$ cat config.mk
export PLATFORM = sky130hd
export DESIGN_NAME = ps2_scancode_rx
export DESIGN_NICKNAME = d
export VERILOG_FILES = /design/src/rtl/ps2_pkg.sv /design/src/rtl/ps2_line_filter.sv /design/src/rtl/ps2_scancode_rx.sv
export SDC_FILE = /design/constraint.sdc
export NUM_CORES = 1
export LEC_CHECK = 0
export CORE_AREA = 5 5 75 77
export CTS_CLUSTER_DIAMETER = 40
export CTS_CLUSTER_SIZE = 40
export DETAILED_ROUTE_END_ITERATION = 6
export DIE_AREA = 0 0 80 82
export MAX_ROUTING_LAYER = met4
export PLACE_DENSITY = 0.69
export SLEW_MARGIN = 20
export SYNTH_ARGS = -nofsm -noshare
export SYNTH_HDL_FRONTEND = slang
export SYNTH_SLANG_ARGS = --single-unit
$ cat constraint.sdc
create_clock -name Clock -period 1.35 [get_ports Clock]
set_input_delay 0.135 -clock Clock [delete_from_list [all_inputs] [get_ports Clock]]
set_output_delay 0.135 -clock Clock [all_outputs]
set_load 0.005 [all_outputs]
$ cat src/rtl/ps2_pkg.sv
// Shared types and scan-code constants for the PS/2 keyboard receive path.
package ps2_pkg;

  typedef enum logic [1:0] {
    IDLE   = 2'd0,
    DATA   = 2'd1,
    PARITY = 2'd2,
    STOP   = 2'd3
  } ps2_state_e;

  localparam logic [7:0] KEY_NONE  = 8'h00;
  localparam logic [7:0] KEY_BREAK = 8'hF0;
  localparam logic [7:0] KEY_EXT   = 8'hE0;
  localparam logic [7:0] KEY_ENTER = 8'h5A;
  localparam logic [7:0] KEY_UP    = 8'h75;
  localparam logic [7:0] KEY_DOWN  = 8'h72;
  localparam logic [7:0] KEY_LEFT  = 8'h6B;
  localparam logic [7:0] KEY_RIGHT = 8'h74;
  localparam logic [7:0] KEY_B     = 8'h32;
  localparam logic [7:0] KEY_A     = 8'h1C;

endpackage

$ cat src/rtl/ps2_line_filter.sv
// Two-flop synchroniser followed by a run-length filter: the output level only
// follows the input after FILTER_LEN consecutive samples at the new level.
module ps2_line_filter #(
  parameter int unsigned FILTER_LEN = 8
) (
  input  logic clk,
  input  logic rst_n,
  input  logic din,
  output logic dout
);

  localparam int unsigned CW = $clog2(FILTER_LEN + 1);

  logic          sync1_q, sync2_q;
  logic          level_q, level_d;
  logic [CW-1:0] cnt_q, cnt_d;

  // Count consecutive synchronised samples that disagree with the filtered level.
  always_comb begin
    level_d = level_q;
    cnt_d   = cnt_q;
    if (sync2_q == level_q) begin
      cnt_d = '0;
    end else if (cnt_q == CW'(FILTER_LEN - 1)) begin
      level_d = sync2_q;
      cnt_d   = '0;
    end else begin
      cnt_d = cnt_q + 1'b1;
    end
  end

  // Synchroniser and filter state; idle PS/2 lines float high.
  always_ff @(posedge clk or negedge rst_n) begin
    if (!rst_n) begin
      sync1_q <= 1'b1;
      sync2_q <= 1'b1;
      level_q <= 1'b1;
      cnt_q   <= '0;
    end else begin
      sync1_q <= din;
      sync2_q <= sync1_q;
      level_q <= level_d;
      cnt_q   <= cnt_d;
    end
  end

  assign dout = level_q;

endmodule

$ cat src/rtl/ps2_scancode_rx.sv
// PS/2 device-to-host frame receiver: presents each scan code on Key for one
// cycle with Valid, or pulses FrameError on parity/stop/timeout failures.
module ps2_scancode_rx
  import ps2_pkg::*;
#(
  parameter int unsigned FILTER_LEN = 8,
  parameter int unsigned TIMEOUT    = 100000
) (
  input  logic       Clock,
  input  logic       Resetn,
  input  logic       PS2_CLK,
  input  logic       PS2_DAT,
  output logic [7:0] Key,
  output logic       Valid,
  output logic       FrameError
);

  localparam int unsigned WDW = $clog2(TIMEOUT + 1);

  logic clk_f, dat_f;
  logic clk_prev_q;
  logic fall;

  ps2_state_e     state_q, state_d;
  logic [2:0]     bit_cnt_q, bit_cnt_d;
  logic [7:0]     shift_q, shift_d;
  logic           parity_q, parity_d;
  logic [WDW-1:0] wdog_q, wdog_d;
  logic [7:0]     key_q, key_d;
  logic           valid_q, valid_d;
  logic           ferr_q, ferr_d;

  ps2_line_filter #(.FILTER_LEN(FILTER_LEN)) u_clk_filter (
    .clk   (Clock),
    .rst_n (Resetn),
    .din   (PS2_CLK),
    .dout  (clk_f)
  );

  ps2_line_filter #(.FILTER_LEN(FILTER_LEN)) u_dat_filter (
    .clk   (Clock),
    .rst_n (Resetn),
    .din   (PS2_DAT),
    .dout  (dat_f)
  );

  assign fall = clk_prev_q & ~clk_f;

  // Frame sequencing, parity accumulation, watchdog and output pulse generation.
  always_comb begin
    state_d   = state_q;
    bit_cnt_d = bit_cnt_q;
    shift_d   = shift_q;
    parity_d  = parity_q;
    key_d     = KEY_NONE;
    valid_d   = 1'b0;
    ferr_d    = 1'b0;

    if (fall || state_q == IDLE) begin
      wdog_d = '0;
    end else if (wdog_q != WDW'(TIMEOUT)) begin
      wdog_d = wdog_q + 1'b1;
    end else begin
      wdog_d = wdog_q;
    end

    case (state_q)
      IDLE: begin
        if (fall && !dat_f) begin
          state_d   = DATA;
          bit_cnt_d = '0;
          parity_d  = 1'b0;
        end
      end
      DATA: begin
        if (fall) begin
          shift_d   = {dat_f, shift_q[7:1]};
          parity_d  = parity_q ^ dat_f;
          bit_cnt_d = bit_cnt_q + 1'b1;
          if (bit_cnt_q == 3'd7) begin
            state_d = PARITY;
          end
        end
      end
      PARITY: begin
        if (fall) begin
          parity_d = parity_q ^ dat_f;
          state_d  = STOP;
        end
      end
      STOP: begin
        if (fall) begin
          state_d = IDLE;
          // parity_q now holds XOR of data and parity bits; 1 means odd parity held.
          if (dat_f && parity_q) begin
            valid_d = 1'b1;
            key_d   = shift_q;
          end else begin
            ferr_d = 1'b1;
          end
        end
      end
      default: state_d = IDLE;
    endcase

    // A fall in the same cycle as expiry keeps the frame alive.
    if (!fall && state_q != IDLE && wdog_q == WDW'(TIMEOUT)) begin
      state_d = IDLE;
      ferr_d  = 1'b1;
    end
  end

  // Receiver state and registered outputs.
  always_ff @(posedge Clock or negedge Resetn) begin
    if (!Resetn) begin
      clk_prev_q <= 1'b1;
      state_q    <= IDLE;
      bit_cnt_q  <= '0;
      shift_q    <= '0;
      parity_q   <= 1'b0;
      wdog_q     <= '0;
      key_q      <= KEY_NONE;
      valid_q    <= 1'b0;
      ferr_q     <= 1'b0;
    end else begin
      clk_prev_q <= clk_f;
      state_q    <= state_d;
      bit_cnt_q  <= bit_cnt_d;
      shift_q    <= shift_d;
      parity_q   <= parity_d;
      wdog_q     <= wdog_d;
      key_q      <= key_d;
      valid_q    <= valid_d;
      ferr_q     <= ferr_d;
    end
  end

  assign Key        = key_q;
  assign Valid      = valid_q;
  assign FrameError = ferr_q;

endmodule

After elaboration in Yosys (flattened, before gate mapping)
Cells that the tools add are included.
{ "op_classes": {"n_addsub": 4, "n_eq_ne": 18, "mux": 29, "bitwise_logic": 5, "reduce_logical": 19} }
{ "op_table": {"columns": ["cell", "count"], "rows": [
  ["17-bit 2-to-1 mux", 2],
  ["8-bit 2-to-1 mux", 3],
  ["17-bit by 1-bit adder with 17-bit output, second input constant", 1],
  ["17-bit equality test, second input constant", 1],
  ["17-bit inequality test, second input constant", 1],
  ["4-bit 2-to-1 mux", 4],
  ["2-bit 2-to-1 mux", 6],
  ["3-bit inequality test, second input constant", 4],
  ["1-bit 2-to-1 mux", 9],
  ["4-bit by 1-bit adder with 4-bit output, second input constant", 2],
  ["4-bit by 3-bit equality test with 1-bit output, second input constant", 2],
  ["2-bit case mux with 4 select lines", 1],
  ["2-bit nonzero test", 4],
  ["3-bit 2-to-1 mux", 2],
  ["3-bit case mux with 2 select lines", 1],
  ["2-bit AND reduction", 3],
  ["3-bit AND reduction", 2],
  ["5-bit AND reduction", 1],
  ["2-bit equality test, second input constant", 2],
  ["1-bit logical AND", 4],
  ["2-bit by 1-bit inequality test with 1-bit output, second input constant", 2],
  ["3-bit by 1-bit adder with 3-bit output, second input constant", 1],
  ["3-bit equality test, second input constant", 1],
  ["3-bit by 1-bit inequality test with 1-bit output, second input constant", 1],
  ["11 further kinds", 15]
]} }
{ "word_totals": {"regBits": 56, "in_bits": 4, "out_inout_bits": 10} }

Logic depth before layout (Yosys ltp)
{ "logic_depth": {"ltp_word": 7, "mapped_depth": 7, "mapped_depth_nobuf": 6} }

Hierarchy
Synthesis repeated with hierarchy kept, for this count alone.
{ "unflattened": {"cells_unflattened": 221, "hier_area_um2": 2583.7} }
{ "modules_own_cells": {"columns": ["module", "instances", "cells_per_inst", "area_each_um2", "seq_area_each_um2"], "rows": [
  ["ps2_scancode_rx", 1, 182, 2023.2, 1052.3],
  ["ps2_line_filter at u_dat_filter", 1, 19, 289.0, 178.9],
  ["ps2_line_filter at u_clk_filter", 1, 20, 271.5, 178.9]
]} }

Worst setup path after synthesis
No wires, ideal clock.
{ "synth_timing": {"path_type": "register to register", "startpoint": "register state_q[0]", "endpoint": "register wdog_q[12]", "setup_time_ns": 0.066, "arrival_time_ns": 1.432, "setup_slack_ns": -0.148, "stages_incl_launch_ff": 8, "n_path_buf": 2, "period_less_slack_ns": 1.498, "path_cell_list": "dfrtp_1 > inv_1 > ha_1 > buf_6 > or2_0 > clkbuf_1 > a211o_2 > nand2_1"} }
{ "synth_via": {"elab_chain_len": 3, "word_cells_on_any_way": 4} }
{ "synth_rtl": {"columns": ["item", "line", "rtl"], "rows": [
  ["start: declaration", "ps2_scancode_rx.sv:24", "ps2_state_e state_q, state_d;"],
  ["start signal: assignment", "ps2_scancode_rx.sv:127", "state_q <= state_d;"],
  ["2-bit logical NOT (*)", "ps2_scancode_rx.sv:59", "if (fall || state_q == IDLE) begin"],
  ["1-bit logical OR (*)", "ps2_scancode_rx.sv:59", null],
  ["17-bit 2-to-1 mux or 2-bit nonzero test (tied branches)", null, null],
  ["end signal: assignment", "ps2_scancode_rx.sv:131", "wdog_q <= wdog_d;"],
  ["end: declaration", "ps2_scancode_rx.sv:28", "logic [WDW-1:0] wdog_q, wdog_d;"]
]} }
Every way passes the cells marked *; elsewhere a longest branch is shown, timed or not.
A chain may end at the register's enable or synchronous reset.

Final worst setup path
{ "layout_timing": {"startpoint": "register wdog_q[1]", "endpoint": "register state_q[1]"} }
{ "layout_via": {"elab_chain_len": 4, "word_cells_on_any_way": 9} }
{ "layout_rtl": {"columns": ["item", "line", "rtl"], "rows": [
  ["17-bit equality test (*)", "ps2_scancode_rx.sv:107", "if (!fall && state_q != IDLE && wdog_q == WDW'(TIMEOUT)) begin"],
  ["1-bit logical AND (*)", "ps2_scancode_rx.sv:107", null],
  ["3-bit inequality test (no line) or 3-bit by 1-bit inequality test with 1-bit output (tied branches)", null, null],
  ["5-bit AND reduction (no line)", null, null]
]} }
Marks and branches as above.

==> reports/results.txt <==
post-route total power: 0.00643 W
fraction of post-synthesis cell area in the top cell type by area: 0.491
DRC errors left: 0
clock power share: 0.149
maximum buffer depth of the clock tree: 2
Num CTS Buffers: 5
Critical Path Sink Type: flop
most numerous cell types in the synthesized netlist: 49 x dfrtp_1, 18 x nor2_1, 11 x ha_1, 11 x nand2_1, 11 x xnor2_1
combinational share of power: 0.507
destination of the worst register-to-register timing path: state_q[1]
total vias in the final route: 1971
most crowded layer after global routing: met2
Crit-path slowest cell: dfrtp_1
register bit total from synthesis: 56
total gr overflow: 0
global-route wire length before repair: 9.05 mm
unique cell type count in the Yosys netlist: 38
count of buffers inserted at the top-level ports: 13
die outline width: 80 um
post-synthesis net count: 223
violation count after the first detailed-routing iteration: 136
DP Wirelength: 2.96 mm
endpoint of the worst hold path: u_clk_filter.sync1_q
min cycle time layout: 1.61 ns
source-to-sink clock delay at the later pin of the worst-skew pair: 0.32 ns
clock skew after layout: 0.0138 ns
maximum fanout encountered on the critical timing path: 5
Data required, critical path: 1.53 ns
dpl cells: 328
clock transition at the register clock pins on the worst setup and hold paths after CTS: 0.11 ns
non-filler cells, final: 358
number of nets with antenna violations after routing: 0
RSZ-0062 raised after global routing: yes
synthesized area per cell: 12.0 um2
antenna fix cells: 0
Static Leak: 1.79 nW
global-route track usage on met2: 0.315
setup-violating endpoint count in the final report: 40
cell count of the worst reg-to-reg path: 7
initial cell density of the core: 0.505
normalized max-slew margin: 0.730
cell row count: 26
violated checks: negative setup slack
global-route track usage on met3: 0.0373
synth top area cells: dfrtp_1 49%, dfstp_2 7.4%, ha_1 5.5%
worst hold stages: 1
worst-case vdd ir drop: 820 uV
run status: finished, violations left
max-capacitance violation count: 0
Routed wire per std cell: 19.1 um
crit-path max cell delay: 0.42 ns
H-tree levels: 2
antenna violations before repair: 0
total wire length after detailed routing: 6.85 mm
Seq pwr share: 0.345
die boundary height: 82 um
vias in the first global route: 1911
pin count of the biggest net entering global routing: 57
startpoint of the lowest-slack register-to-register path: wdog_q[1]
Startpoint Class: flop
I/O pin count: 14
root buf cell: clkbuf_8
NetSw: 0.00240 W
Min-Delay Path Class: primary input to flop
1st-pass router iterations: 4
share of flip-flops with an asynchronous set or reset after synthesis: 1.00
Die Outline Area: 6560 um2
final net count: 302
final hold vios: 0
least setup slack across all paths after layout: -0.257 ns
worst slack at placement: -0.204 ns
most area-hungry cell type in the Yosys netlist: dfrtp_1
Syn Std Cell Area: 2500 um2
area added between synthesis and finish: 50.0%
max frequency: 622 MHz
Std-Cell Core Area: 4940 um2
count of warnings emitted by yosys: 0
gate count after technology mapping: 208
net switching share of the total power: 0.373
share of the core filled with cells in the final layout: 0.758
fraction of the yosys area taken by sequential cells: 0.564
Setup TNS: -5.33 ns
hold path start: PS2_CLK
Internal Power: 0.00403 W
weighted congestion at the end of routability-driven global placement: 0.773
share of layout cells above drive strength 1: 0.524
transition time at the pin with the least slew margin: 0.402 ns
critical path type: flop to flop
pins over their slew limit: 0
period utilization: 1.19
number of synthesized flops with an enable pin: 0
met1 track demand over resource: 0.219
P per Cell Area: 1710 nW/um2
most repeated cell in the gate-level netlist after synthesis: dfrtp_1
clock tree from TritonCTS: done
CP Cell Sequence: inv_2, ha_4, nor4bb_4, nand4_1, buf_6, nor2_2, a211oi_2
GRT Total Usage: 0.182
# clock sinks: 56
Via-to-Cell Ratio: 5.51
dominant register cell in the synthesized netlist: dfrtp_1
Worst EP arrival: 1.78 ns
flop2flop setup slack: -0.26 ns
area by class of cell:
cell class / count / area, um2
Fill cell: 287 / 1200
Clock buffer: 5 / 68.8
Multi-Input combinational cell: 139 / 1430
Clock inverter: 3 / 22.5
Sequential cell: 56 / 1410
Timing Repair Buffer: 76 / 696
Tap cell: 70 / 87.6
Inverter: 9 / 36.3
logic make-up (layout without fill, tap and decap cells):
logic type	after synthesis	after routing	synth area share
AOI/OAI and AO/OA	17	17	0.0486
xor gates and xnor gates	13	13	0.0456
adders and majority gates	11	11	0.0551
buffers and inverters	14	93	0.0275
DFF	56	56	0.564
muxes	14	14	0.0611
and+or+nand+nor	83	84	0.198
power groups by stage:
stage / Combinational [W] / Sequential, W / Clock (W)
CTS: 0.00256 / 0.00218 / 0.000954
global route: 0.00343 / 0.00224 / 0.00104
global placement: 0.00163 / 0.00214 / 0
finish: 0.00326 / 0.00222 / 0.000956
detailed placement: 0.00166 / 0.00215 / 0
floorplan: 0.000992 / 0.00218 / 0
per-layer routing:
layer,part of all wire,up-vias
met3,0.033,29
met5,0,-
met2,0.52,56
met1,0.40,1006
li1,-,880
met4,0.041,0
cell usage in the layout (no fill, tap or decap), types with 3 or more instances in the layout:
cell and n:
dfrtp_1 47, buf_4 43, buf_6 16, clkdlybuf4s50_1 11, and2_1 8, mux2_4 8
nand2_1 7, xnor2_1 7, nor2_4 7, dfstp_2 7, nor2_1 6, nand3_1 6
nor2_2 5, ha_1 5, ha_4 5, clkbuf_8 5, inv_2 4, nand4_1 4
nor4_4 4, inv_1 4, xnor2_2 4, nor3_1 3, nand3b_1 3, nand2_4 3
a32o_1 3, nor3_2 3, mux2i_1 3
worst max-delay path by stage:
stage                 startpoint    endpoint  slack, ns  depth (start not counted)
2_1_floorplan         state_q[1]  state_q[0]       -0.1                          6
3_3_place_gp   u_clk_filter.dout  wdog_q[12]      -0.18                          6
3_5_place_dp          state_q[0]  state_q[0]      -0.20                          4
4_1_cts               state_q[0]  state_q[1]      -0.15                          5
5_1_grt                wdog_q[2]  wdog_q[14]      -0.32                          5
6_report               wdog_q[1]  state_q[1]      -0.26                          7
registers in the layout (all words and copies together) (netlist names):
name                  flops
wdog_q                   17
u_dat_filter.sync2_q      1
u_dat_filter.sync1_q      1
clk_prev_q                1
state_q                   2
u_clk_filter.dout         1
u_clk_filter.sync2_q      1
bit_cnt_q                 3
u_clk_filter.cnt_q        4
Valid                     1
u_dat_filter.cnt_q        4
shift_q                   8
u_clk_filter.sync1_q      1
FrameError                1
parity_q                  1
u_dat_filter.dout         1
Key                       8
worst max-delay path: cells and delay by family, from the launching register on:
family,cells,cell delay (ns)
buffers and inverters,2,0.30
AO/OA/AOI/OAI,1,0.07
AND/OR/NAND/NOR,3,0.55
flip-flops,1,0.42
adder cells (fa/ha/maj),1,0.14
what timing repair did:
item	in CTS	in global routing
gates cloned	1	0
pin swaps	29	22
hold buffers	1	0
setup endpoints to repair	35	41
endpoints found under the hold margin	49	0
gates resized for setup	74	39
buffers inserted	13	9
through the flow:
step | hold WS [ns] | cell area [um2]
after CTS | 0.213 | 3530
after floorplan | -0.161 | 2510
after detailed placement | 0.156 | 3020
after global routing | 0.217 | 3750
after global placement | 0.157 | 3020
final | 0.214 | 3750
Note: power is estimated with default switching activity, not from simulation.
